File: config.mk
export PLATFORM = sky130hd
export DESIGN_NAME = hub75_row_driver
export DESIGN_NICKNAME = d
export VERILOG_FILES = /design/src/rtl/hub75_row_driver.sv
export SDC_FILE = /design/constraint.sdc
export NUM_CORES = 1
export LEC_CHECK = 0
export ABC_AREA = 1
export ABC_CLOCK_PERIOD_IN_PS = 6000
export BUFFER_PORTS_ARGS = -buffer_cell sky130_fd_sc_hd__buf_2
export CAP_MARGIN = 20
export CORE_UTILIZATION = 35
export CTS_BUF_LIST = sky130_fd_sc_hd__clkbuf_8
export DETAILED_ROUTE_END_ITERATION = 12
export HOLD_SLACK_MARGIN = 0.02
export PLACE_DENSITY = 0.57
export SYNTH_ARGS = -nofsm -noshare
export SYNTH_HDL_FRONTEND = slang
export SYNTH_SLANG_ARGS = --single-unit
File: constraint.sdc
create_clock -name clk_in -period 6 [get_ports clk_in]
set_input_delay 0.9 -clock clk_in [delete_from_list [all_inputs] [get_ports clk_in]]
set_output_delay 0.9 -clock clk_in [all_outputs]
set_load 0.01 [all_outputs]
File: src/rtl/hub75_row_driver.sv
// HUB75 row driver: accepts one row pair over ready/valid, shifts it out on the panel
// shift clock while the previous row is still displayed, then blanks, latches and enables.
`timescale 1ns/1ps

package gl_pkg;
    localparam int unsigned GL_NUM_COL_PIXELS = 32;
    localparam int unsigned GL_RGB_ROW_W      = 6 * GL_NUM_COL_PIXELS;

    typedef struct packed {
        logic [GL_NUM_COL_PIXELS-1:0] red;
        logic [GL_NUM_COL_PIXELS-1:0] green;
        logic [GL_NUM_COL_PIXELS-1:0] blue;
    } rgb_t;

    typedef struct packed {
        rgb_t top;
        rgb_t bot;
    } rgb_row_t;
endpackage

module hub75_row_driver
    import gl_pkg::*;
#(
    parameter int unsigned SCLK_DIV       = 2,
    parameter int unsigned DISPLAY_CYCLES = 1000,
    parameter int unsigned BLANK_CYCLES   = 4
) (
    input  logic       clk_in,
    input  logic       n_reset_in,
    input  rgb_row_t   row_in,
    input  logic       row_valid_in,
    output logic       row_ready_out,
    input  logic [3:0] row_address_in,
    output logic       hub_r0_out,
    output logic       hub_g0_out,
    output logic       hub_b0_out,
    output logic       hub_r1_out,
    output logic       hub_g1_out,
    output logic       hub_b1_out,
    output logic       hub_sclk_out,
    output logic       hub_lat_out,
    output logic       hub_oe_n_out,
    output logic [3:0] hub_addr_out,
    output logic       frame_start_out
);

    localparam int unsigned COL_W = (GL_NUM_COL_PIXELS > 1) ? $clog2(GL_NUM_COL_PIXELS) : 1;
    localparam int unsigned DIV_W = (SCLK_DIV > 1) ? $clog2(SCLK_DIV) : 1;
    localparam int unsigned BLK_W = (BLANK_CYCLES > 1) ? $clog2(BLANK_CYCLES) : 1;
    localparam int unsigned DSP_W = $clog2(DISPLAY_CYCLES + 1);

    localparam logic [COL_W-1:0] COL_LAST = COL_W'(GL_NUM_COL_PIXELS - 1);
    localparam logic [DIV_W-1:0] DIV_LAST = DIV_W'(SCLK_DIV - 1);
    localparam logic [BLK_W-1:0] BLK_LAST = BLK_W'(BLANK_CYCLES - 1);
    localparam logic [DSP_W-1:0] DSP_LOAD = DSP_W'(DISPLAY_CYCLES);

    typedef enum logic [2:0] {
        ST_IDLE,
        ST_SHIFT,
        ST_WAIT,
        ST_BLANK,
        ST_LATCH
    } state_t;

    state_t           state_q, state_d;
    rgb_row_t         row_q, row_d;
    logic [3:0]       pend_q, pend_d;
    logic [3:0]       addr_q, addr_d;
    logic [COL_W-1:0] col_q, col_d;
    logic [DIV_W-1:0] div_q, div_d;
    logic [BLK_W-1:0] blk_q, blk_d;
    logic [DSP_W-1:0] disp_q, disp_d;
    logic [5:0]       rgb_q, rgb_d;
    logic             sclk_q, sclk_d;
    logic             lat_q, lat_d;
    logic             ready_q, ready_d;
    logic             fs_q, fs_d;

    // Colour bits of one column, ordered r0 g0 b0 r1 g1 b1.
    function automatic logic [5:0] column_bits(input rgb_row_t r, input logic [COL_W-1:0] c);
        return {r.top.red[c], r.top.green[c], r.top.blue[c],
                r.bot.red[c], r.bot.green[c], r.bot.blue[c]};
    endfunction

    always_comb begin
        state_d = state_q;
        row_d   = row_q;
        pend_d  = pend_q;
        addr_d  = addr_q;
        col_d   = col_q;
        div_d   = div_q;
        blk_d   = blk_q;
        rgb_d   = rgb_q;
        sclk_d  = sclk_q;
        lat_d   = lat_q;
        fs_d    = 1'b0;
        disp_d  = (disp_q != '0) ? disp_q - DSP_W'(1) : disp_q;

        unique case (state_q)
            ST_IDLE: begin
                if (row_valid_in && ready_q) begin
                    row_d   = row_in;
                    pend_d  = row_address_in;
                    col_d   = COL_LAST;
                    rgb_d   = column_bits(row_in, COL_LAST);
                    div_d   = '0;
                    sclk_d  = 1'b0;
                    state_d = ST_SHIFT;
                end
            end
            ST_SHIFT: begin
                if (div_q == DIV_LAST) begin
                    div_d = '0;
                    if (!sclk_q) begin
                        sclk_d = 1'b1;
                    end else begin
                        sclk_d = 1'b0;
                        if (col_q == '0) begin
                            state_d = ST_WAIT;
                        end else begin
                            col_d = col_q - COL_W'(1);
                            rgb_d = column_bits(row_q, col_q - COL_W'(1));
                        end
                    end
                end else begin
                    div_d = div_q + DIV_W'(1);
                end
            end
            ST_WAIT: begin
                // The new row may not be latched until the previous one has had its full display time.
                if (disp_q == '0) begin
                    addr_d  = pend_q;
                    blk_d   = '0;
                    state_d = ST_BLANK;
                end
            end
            ST_BLANK: begin
                if (blk_q == BLK_LAST) begin
                    lat_d   = 1'b1;
                    div_d   = '0;
                    state_d = ST_LATCH;
                end else begin
                    blk_d = blk_q + BLK_W'(1);
                end
            end
            ST_LATCH: begin
                if (div_q == DIV_LAST) begin
                    lat_d   = 1'b0;
                    disp_d  = DSP_LOAD;
                    fs_d    = (addr_q == 4'd0);
                    state_d = ST_IDLE;
                end else begin
                    div_d = div_q + DIV_W'(1);
                end
            end
            default: begin
                state_d = ST_IDLE;
            end
        endcase

        ready_d = (state_d == ST_IDLE);
    end

    always_ff @(posedge clk_in or negedge n_reset_in) begin
        if (!n_reset_in) begin
            state_q <= ST_IDLE;
            row_q   <= '0;
            pend_q  <= '0;
            addr_q  <= '0;
            col_q   <= '0;
            div_q   <= '0;
            blk_q   <= '0;
            disp_q  <= '0;
            rgb_q   <= '0;
            sclk_q  <= 1'b0;
            lat_q   <= 1'b0;
            ready_q <= 1'b0;
            fs_q    <= 1'b0;
        end else begin
            state_q <= state_d;
            row_q   <= row_d;
            pend_q  <= pend_d;
            addr_q  <= addr_d;
            col_q   <= col_d;
            div_q   <= div_d;
            blk_q   <= blk_d;
            disp_q  <= disp_d;
            rgb_q   <= rgb_d;
            sclk_q  <= sclk_d;
            lat_q   <= lat_d;
            ready_q <= ready_d;
            fs_q    <= fs_d;
        end
    end

    assign row_ready_out   = ready_q;
    assign {hub_r0_out, hub_g0_out, hub_b0_out,
            hub_r1_out, hub_g1_out, hub_b1_out} = rgb_q;
    assign hub_sclk_out    = sclk_q;
    assign hub_lat_out     = lat_q;
    assign hub_addr_out    = addr_q;
    assign frame_start_out = fs_q;
    assign hub_oe_n_out    = (disp_q == '0) || (state_q == ST_BLANK) || (state_q == ST_LATCH);

endmodule

### Word level (Yosys, flattened, before mapping)

Cells that the tools add are included.

* output and inout port bits: 15
* memories kept: 0
* memory bits (writable): 0
* word-level logic and storage cells: 105
* memory bits (read-only): 0
* input port bits: 199
* flip-flop bits (word level): 231
* bits in latches: 0

* multiplexer cells: 49
* add/sub/neg operators: 4
* multipliers: 0
* reductions and logical operators: 20
* equal/unequal tests: 13
* shifts and indexed selects: 0
* divide/modulo/power cells: 0
* magnitude comparators: 1
* bitwise gates (word level): 0

Operators with widths (number)
* $bmux W1 S5: 6
* $mux W10: 3
* $mux W6: 4
* $mux W3: 7
* $mux W5: 4
* $mux W1: 16
* $ne A2 B2 Y1 const B: 8
* $pmux W3 S5: 1
* $pmux W6 S2: 1
* $reduce_and A3 Y1: 4
* $logic_not A10 Y1: 1
* $pmux W5 S2: 1
* $reduce_bool A10 Y1: 1
* $sub A10 B1 Y10 const B: 1
* $eq A3 B2 Y1 const B: 2
* $logic_not A3 Y1: 2
* $lt A5 B6 Y1 const B: 1
* $reduce_bool A2 Y1: 3
* $logic_not A5 Y1: 1
* $reduce_and A5 Y1: 1
* $sub A5 B1 Y5 const B: 1
* $logic_not A4 Y1: 1
* $mux W2: 2
* $pmux W1 S2: 2
* 11 further kinds: 13

### Logic depth before layout (Yosys ltp)

Gate-level depths: netlist (run 1).

* depth after elaboration: 7
* gate-level depth with buffers: 16
* gate-level depth less buffers: 11

### Worst setup path before layout (run 1)

No wires, ideal clock.

* path kind: flip-flop to flip-flop
* from: register col_q[0]
* to: register rgb_q[0]
* period minus slack after synthesis: 2202 ps
* slack: 3798 ps
* stages on the path, launching flop included: 17
* path buffers: 5
* data required time: 5938 ps
* data arrival time: 2140 ps
* library setup time: 62 ps
* path through: dfrtp_1 buf_4 inv_4 buf_4 buf_2 ha_1 buf_2 clkinv_1 clkbuf_1 nand3_1 nand3_1 nand3_1 nand2_1 nand2_1 nand3_1 nand2_1 inv_1

* word-level cells in the longest chain between the ends: 7
* elaborated cells between the ends (all ways): 10
* classes of those cells: 1 x add/sub; 1 x eq/ne; 6 x mux; 2 x reduce/logical

Ends and longest elaborated chain
* start, declared: RTL line 69 `logic [COL_W-1:0] col_q, col_d;`
* start signal, assigned: RTL line 184 `col_q <= col_d;`
* $sub A5 B1 Y5: RTL line 122 `rgb_d = column_bits(row_q, col_q - COL_W'(1));`
* $bmux W1 S5: RTL line 82 `r.bot.red[c], r.bot.green[c], r.bot.blue[c]};`
* $mux W1 (not written as such): RTL line 82
* $mux W6: RTL line 118 `if (col_q == '0) begin`
* $mux W6: RTL line 114 `if (!sclk_q) begin`
* $mux W6: RTL line 112 `if (div_q == DIV_LAST) begin`
* $pmux W6 S2: RTL line 99 `unique case (state_q)`
* end signal, assigned: RTL line 188 `rgb_q <= rgb_d;`
* end, declared: RTL line 73 `logic [5:0] rgb_q, rgb_d;`

Several ways; a longest one is shown, not always the timed one. The select of a mux whose other input is x is not followed.
A chain may end at the register's enable or synchronous reset.

### Worst setup path in the final report (run 1)

Same ends and word-level chain as after synthesis.

==> key figures, run 1 <==
Critical path
  – Required time reported for the critical path endpoint: approximately 6.4 ns
  – Worst setup path startpoint: col_q[0]
  – Worst setup SP type: flop
  – Maximum fanout along the worst path: 90
  – Category of the critical setup timing path: reg2reg
  – Worst reg2reg path startpoint: col_q[0]
  – CP Capture Type: flop
  – Path depth of the worst reg2reg path: 10
  – Register-to-register setup slack: 2.70 ns
  – Worst flop-to-flop path endpoint: rgb_q[0]
  – Worst path arrival time: 3.74 ns

Detailed routing
  – Detailed Route WL: between 30000 and 40000 um
  – Overall via count from detail_route: a little under 10000
  – Post-detailed-route via-to-cell ratio: 4.73
  – Number of remaining DRC errors: 0
  – Detailed Routing Iterations Pass 1: 6
  – DRC marker count from the first detailed-route iteration: roughly 680
  – Average wire per cell in the routed design: 15.3 um
  – ANT nets after route: 0

Synthesis
  – Post-synth EDFFs: 0
  – Number of nets in the synthesized netlist: ~1600
  – Number of standard cells after synthesis: 1438
  – Flops & latches, synth: 231
  – Number of synthesis warnings: 0
  – Yosys top cell area share: 0.515
  – Top area cells in the synthesized netlist: sky130_fd_sc_hd__dfrtp_1, sky130_fd_sc_hd__nand2_1, sky130_fd_sc_hd__nand3_1
  – Netlist area before placement: 11200 um2
  – Synthesized area per cell: 7.81 um2
  – Dominant cell type by area after synthesis: sky130_fd_sc_hd__dfrtp_1
  – Main flop type after synthesis: sky130_fd_sc_hd__dfrtp_1
  – Sequential fraction of the synthesis area: 0.515
  – Cell variety after synth: 40
  – Post-synth ARST share: 1.00

STA
  – Final hold violation count: 0
  – Min Hold Slack: between 0.3 and 0.4 ns
  – Final period demand of the worst path: ~3.3 ns
  – Final Max Tran Viols: 0
  – Worst slew margin: 0.346
  – Worst setup skew after layout: 0.0136 ns
  – Setup repair after global routing missed its margin: false
  – Total negative setup slack: 0 ns
  – # setup viols final: 0
  – Worst Max-Slew Pin Slew: 0.981 ns
  – Final Cycle Share: 0.550
  – Top achievable clock speed: 0.303 GHz

GRT
  – Number of antenna violations at the first check in global routing: 1
  – Global-route wire length before repair: 50300 um
  – Vias in the first global route: 9504
  – Global routing usage summed across all routing layers: 0.194
  – Overflow left after global routing: 0
  – Largest net degree at the start of global routing: 175

Clock network
  – Resized cells post-CTS: 0
  – Clock tree from TritonCTS: yes
  – CTS Sinks: around 230
  – Clock-pin transition on the worst setup and hold timing paths: 0.06 ns
  – Postcts setup bufs: 0
  – Number of clock buffers inserted by TritonCTS: 42
  – Total of hold buffers inserted after clock tree synthesis: 0
  – Clk Latency, worst-skew pair: 0.55 ns
  – Deepest level of the CTS H-tree: 2
  – Worst-case clock buffer depth: 3
  – CTS root buffer: sky130_fd_sc_hd__clkbuf_8

Layout
  – Ratio of cells with drive above 1 in the final layout: 0.191
  – Top library cells by usage in the layout, fill and taps aside: sky130_fd_sc_hd__nand2_1, sky130_fd_sc_hd__inv_1, sky130_fd_sc_hd__dfrtp_1
  – Post-route cell area: 13300 um2
  – Diodes inserted: 0
  – Synth-to-Final Area Change: 18.5%
  – Final Net Count: about 1800
  – Most common library cell in the layout ignoring fill and taps: sky130_fd_sc_hd__nand2_1
  – Post-layout util: 0.422

Hold path
  – Class of the tightest hold or removal check: in2async

Flow run
  – Max cap viols: 0

Placed design
  – Final weighted congestion in routability-driven placement: 0.781
  – Standard cell area after detailed placement: approximately 12000 um2
  – HPWL reported at the end of detailed placement: 20500 um
  – I/O Buffers: 213

Floorplanning
  – Core region area: 31600 um2
  – Effective utilization at floorplan: 0.356
  – Die outline area: about 33000 um2
  – # rows: 65
  – Height of the chip: about 180 um
  – Die X: 181 um
  – IO Count: 214

Power and ir drop
  – Power per unit of standard cell area: 236 nW/um2
  – Worst voltage drop across the vdd grid: 0.133 mV
  – Leakage: 0.00673 uW

Run status
  – Outcome: finished, final reports clean
## worst max path at each step
stage | end | slack (ns) | cells after the start
global route | rgb_q[4] | 2.38 | 10
CTS | rgb_q[0] | 2.68 | 10
global placement | rgb_q[0] | 2.76 | 10
floorplan | rgb_q[0] | 3.80 | 16
finish | rgb_q[0] | 2.70 | 10
detailed placement | rgb_q[3] | 2.69 | 10
## Yosys cell counts (3+ instances only)
| master | instances |
|---|---|
| sky130_fd_sc_hd__a21oi_1 | 13 |
| sky130_fd_sc_hd__a22oi_1 | 3 |
| sky130_fd_sc_hd__buf_2 | 23 |
| sky130_fd_sc_hd__buf_4 | 21 |
| sky130_fd_sc_hd__buf_6 | 3 |
| sky130_fd_sc_hd__clkbuf_1 | 32 |
| sky130_fd_sc_hd__dfrtp_1 | 231 |
| sky130_fd_sc_hd__ha_1 | 4 |
| sky130_fd_sc_hd__inv_1 | 218 |
| sky130_fd_sc_hd__inv_2 | 5 |
| sky130_fd_sc_hd__mux2_2 | 12 |
| sky130_fd_sc_hd__nand2_1 | 422 |
| sky130_fd_sc_hd__nand2_2 | 3 |
| sky130_fd_sc_hd__nand3_1 | 173 |
| sky130_fd_sc_hd__nor2_1 | 30 |
| sky130_fd_sc_hd__o211ai_1 | 9 |
| sky130_fd_sc_hd__o21ai_0 | 165 |
| sky130_fd_sc_hd__o21ai_1 | 37 |
| sky130_fd_sc_hd__o31ai_1 | 4 |
| sky130_fd_sc_hd__or2_1 | 4 |
## critical path: stages, from the launching register on
cell,delay (ns)
sky130_fd_sc_hd__dfrtp_4,0.60
sky130_fd_sc_hd__inv_4,0.73
sky130_fd_sc_hd__ha_1,0.51
sky130_fd_sc_hd__xor2_4,0.72
sky130_fd_sc_hd__nand3_1,0.16
sky130_fd_sc_hd__nand3_1,0.16
sky130_fd_sc_hd__nand2_1,0.07
sky130_fd_sc_hd__nand2_1,0.05
sky130_fd_sc_hd__nand3_1,0.07
sky130_fd_sc_hd__nand2_1,0.06
sky130_fd_sc_hd__inv_1,0.03
## sequential cells by signal, summed over array words and instances, names as in the netlist, 2 cells and up
register and cells:
hub_addr_out 4, pend_q 4, blk_q 2, col_q 5, row_q 192, rgb_q 6, disp_q 10, state_q 3
## cells by family (layout without fill, tap and decap cells)
group,after synthesis,in the layout,share of synthesized area
AO/OA/AOI/OAI,235,235,0.109
XOR/XNOR,4,4,0.00446
adder cells (fa/ha/maj),4,4,0.00446
buffers and inverters,306,517,0.114
flip-flops,231,231,0.515
multiplexers,12,12,0.0120
AND/OR/NAND/NOR,646,646,0.241
## layout make-up
cell class                 instances  area (um2)
fill                            3314       18200
sequential                       231        5780
multi-input combinational        901        4200
timing repair buffer             219        1150
inverter                         225         847
clock buffer                      54         743
tap                              402         503
clock inverter                    19        87.6
## report_power, final
group | internal [uW] | total (uW) | leakage, uW | switching (uW)
Combinational | 46.7 | 101 | 0.00404 | 54.3
Sequential | 1560 | 1560 | 0.00221 | 0
Clock | 807 | 1480 | 0.000481 | 672
Total | 2410 | 3140 | 0.00673 | 727
## metal layers
| metal | GRT usage | up-vias | routed length [um] |
|---|---|---|---|
| li1 | - | 4875 | - |
| met1 | 0.273 | 4508 | 14800 |
| met2 | 0.306 | 264 | 14300 |
| met3 | 0.0282 | 55 | 1530 |
| met4 | 0.0614 | 0 | 772 |
| met5 | 0 | - | 0 |
## through the flow
stage / total power [uW] / std cells / setup slack (ns)
6_report: 3140 / 2051 / 2.70
5_1_grt: 3260 / 2051 / 2.38
4_1_cts: 3190 / 2051 / 2.68
3_5_place_dp: 1690 / 1978 / 2.69
3_3_place_gp: 1690 / 1978 / 2.76
2_1_floorplan: 1590 / 1438 / 3.80
Note: power is estimated with default switching activity, not from simulation.
==> run 2: changes to the inputs <==
--- a/config.mk
+++ b/config.mk
@@ -6,7 +6,7 @@
 export NUM_CORES = 1
 export LEC_CHECK = 0
 export ABC_AREA = 1
-export ABC_CLOCK_PERIOD_IN_PS = 6000
+export ABC_CLOCK_PERIOD_IN_PS = 3200
 export BUFFER_PORTS_ARGS = -buffer_cell sky130_fd_sc_hd__buf_2
 export CAP_MARGIN = 20
 export CORE_UTILIZATION = 35
==> constraint.sdc (replaced) <==
create_clock -name clk_in -period 3.2 [get_ports clk_in]
set_input_delay 0.48 -clock clk_in [delete_from_list [all_inputs] [get_ports clk_in]]
set_output_delay 0.48 -clock clk_in [all_outputs]
set_load 0.01 [all_outputs]
==> key figures, run 2 (synthesis gave the netlist of run 1 again) <==
Power and ir drop
  – Fraction of power consumed by sequential logic: 0.498 (about the same)
  – Leakage: 0.00681 uW (+1.3%)
  – Net switching power figure: 1300 uW (+79%)
  – Power per unit of standard cell area: 435 nW/um2 (+85%)
  – Switching share of power: 0.222 (-0.00952)
  – Cell-internal power: 4570 uW (+89%)
  – Portion of total power attributed to the clock network: 0.468 (-0.003)
  – Combinational Power Share: 0.034 (+0.002)
  – Worst voltage drop across the vdd grid: 0.203 mV (+52%)

Detailed routing
  – Number of remaining DRC errors: 0 (unchanged)
  – Detailed Routing Iterations Pass 1: 5 (-1)
  – Routed metal-1 wire length: 14300 um (-3.6%)
  – Post-detailed-route via-to-cell ratio: 4.72 (-0.16%)
  – Detailed Route WL: 31100 um (-0.88%)
  – Met2 routed WL: 14300 um (+0.39%)
  – Top layer in use: met5
  – ANT nets after route: 0 (unchanged)
  – Met3 routed wirelength: 1640 um (+7.2%)
  – Overall via count from detail_route: 9753 (+0.53%)
  – Average wire per cell in the routed design: 15.1 um (-1.5%)
  – DRC marker count from the first detailed-route iteration: 651 (-3.6%)

STA
  – Final Max Tran Viols: 0 (unchanged)
  – Worst Max-Slew Pin Slew: 0.729 ns (-0.252 ns)
  – Final period demand of the worst path: 2.46 ns
  – Worst slew margin: 0.514 (+0.168)
  – Worst setup skew after layout: 0.0161 ns (+0.00250 ns)
  – Setup repair after global routing missed its margin: false
  – Top achievable clock speed: 0.406 GHz
  – Total negative setup slack: 0 ns (unchanged)
  – # setup viols final: 0 (unchanged)
  – Final Cycle Share: 0.769
  – Final hold violation count: 0 (unchanged)

Floorplanning
  – IO Count: 214 (unchanged)
  – Effective utilization at floorplan: 0.356 (unchanged)
  – Die outline area: 32800 um2 (unchanged)
  – Height of the chip: 181 um (unchanged)
  – Die X: 181 um (unchanged)
  – # rows: 65 (unchanged)
  – Core region area: 31600 um2 (unchanged)

Placed design
  – I/O Buffers: 213 (unchanged)
  – Number of cells in the design after placement: 1987 (+0.46%)
  – HPWL reported at the end of detailed placement: 21000 um (+2.1%)
  – Final weighted congestion in routability-driven placement: 0.809 (+3.5%)

Layout
  – Most common library cell in the layout ignoring fill and taps: sky130_fd_sc_hd__nand2_1
  – Ratio of cells with drive above 1 in the final layout: 0.195 (+0.00355)
  – Largest registers: row_q: 192 flops, disp_q: 10 flops, rgb_q: 6 flops
  – Register ranked first by flip-flop count: row_q
  – Final Net Count: 1835 (+0.66%)
  – Post-route insts no fill: 2065 (+0.68%)
  – Post-layout util: 0.427 (+0.00539)
  – Top library cells by usage in the layout, fill and taps aside: sky130_fd_sc_hd__nand2_1, sky130_fd_sc_hd__inv_1, sky130_fd_sc_hd__dfrtp_1
  – Synth-to-Final Area Change: 20.0%
  – Max reg flops: 192 (unchanged)

Run status
  – Outcome: finished, final reports clean

Hold path
  – Min-Delay Path Depth: 3
  – Hold endpoint: row_q[44]
  – Min-Delay Startpoint: row_in[44]
  – Class of the tightest hold or removal check: in2reg

Clock network
  – Clock tree from TritonCTS: yes
  – Deepest level of the CTS H-tree: 2 (unchanged)
  – Resized cells post-CTS: 0 (unchanged)
  – CTS Sinks: 231 (unchanged)
  – Number of clock buffers inserted by TritonCTS: 43 (+2.4%)
  – Clk Latency, worst-skew pair: 0.54 ns (about the same)
  – Worst-case clock buffer depth: 3 (unchanged)
  – CTS root buffer: sky130_fd_sc_hd__clkbuf_8
  – Clock-pin transition on the worst setup and hold timing paths: 0.05 ns (about the same)

Critical path
  – Category of the critical setup timing path: reg2out
  – Worst reg2reg path startpoint: col_q[0]
  – Path depth of the worst reg2reg path: 11 (+1)
  – CP Capture Type: output port
  – Register-to-register setup slack: 0.84 ns (-1.86 ns)
  – Worst setup SP type: flop
  – Worst path arrival time: 1.98 ns (-1.76 ns)
  – Maximum fanout along the worst path: 5 (-94%)
  – Required time reported for the critical path endpoint: 2.72 ns (-3.72 ns)
  – Worst flop-to-flop path endpoint: rgb_q[0]

GRT
  – Global routing usage summed across all routing layers: 0.194 (+0.000282)
  – Vias in the first global route: 9699 (+2.1%)
  – Number of antenna violations at the first check in global routing: 4 (+3)
  – Global-route wire length before repair: 50800 um (+1.1%)
  – Overflow left after global routing: 0 (unchanged)
  – Largest net degree at the start of global routing: 154 (-12%)

Flow run
  – Max cap viols: 0 (unchanged)
[run 2: cell types whose count changed in the layout (fill, tap and decap cells not counted), moves of 2 or more]
cell,previous run,this run
sky130_fd_sc_hd__buf_4,4,9
sky130_fd_sc_hd__buf_12,2,6
sky130_fd_sc_hd__diode_2,0,3
sky130_fd_sc_hd__clkbuf_8,54,56
sky130_fd_sc_hd__clkinv_2,5,3
sky130_fd_sc_hd__inv_1,230,232
sky130_fd_sc_hd__inv_6,2,0
[run 2: area by class of cell]
| type | instances | area, um2 |
|---|---|---|
| antenna | 3 | 7.51 |
| clock buffer | 56 | 771 |
| clock inverter | 17 | 67.6 |
| fill | 3354 | 18100 |
| inverter | 225 | 847 |
| multi-input combinational | 901 | 4200 |
| sequential | 231 | 5780 |
| tap | 402 | 503 |
| timing repair buffer | 230 | 1300 |
[run 2: timing repair]
action,CTS,global route
hold buffers,1,0
setup buffers,0,0
hold endpoints to repair,84,0
[run 2: stage by stage]
| step | setup WS [ns] | hold slack (ns) | instance area, um2 | total power [uW] |
|---|---|---|---|---|
| after floorplan | 0.998 | 0.184 | 11200 | 2980 |
| after global placement | 0.874 | 0.461 | 12600 | 3170 |
| after detailed placement | 0.830 | 0.465 | 12600 | 3180 |
| after CTS | 0.707 | 0.117 | 13500 | 5980 |
| after global routing | 0.492 | 0.129 | 13500 | 6140 |
| final | 0.738 | 0.153 | 13500 | 5870 |
[run 2: how the worst max path moves through the flow]
stage	startpoint	to	slack (ns)	depth (start not counted)
2_1_floorplan	col_q[0]	rgb_q[0]	1.0	16
6_report	disp_q[0]	hub_oe_n_out	0.74	7
5_1_grt	disp_q[0]	hub_oe_n_out	0.49	7
3_3_place_gp	col_q[0]	rgb_q[0]	0.87	11
3_5_place_dp	col_q[0]	rgb_q[0]	0.83	11
4_1_cts	disp_q[0]	hub_oe_n_out	0.71	7
[run 2: power groups by stage]
stage	Combinational [uW]	Clock [uW]	Sequential, uW
after floorplan	0.125	0	2980
after global placement	200	0	2970
after detailed placement	203	0	2970
after CTS	205	2850	2920
after global routing	223	3000	2920
final	197	2750	2920
[run 2: routing by layer]
layer | vias up | track usage
li1 | 4904 | -
met1 | 4517 | 0.268
met2 | 270 | 0.307
met3 | 60 | 0.0323
met4 | 2 | 0.0685
met5 | - | 0
[run 2: worst max-delay path: stages (launching register included)]
cell                      delay (ns)
sky130_fd_sc_hd__dfrtp_1        0.37
sky130_fd_sc_hd__inv_1          0.14
sky130_fd_sc_hd__ha_1           0.26
sky130_fd_sc_hd__nand2_1        0.11
sky130_fd_sc_hd__nor2_1         0.15
sky130_fd_sc_hd__nand3_1        0.17
sky130_fd_sc_hd__nand3_1        0.12
sky130_fd_sc_hd__buf_2          0.13
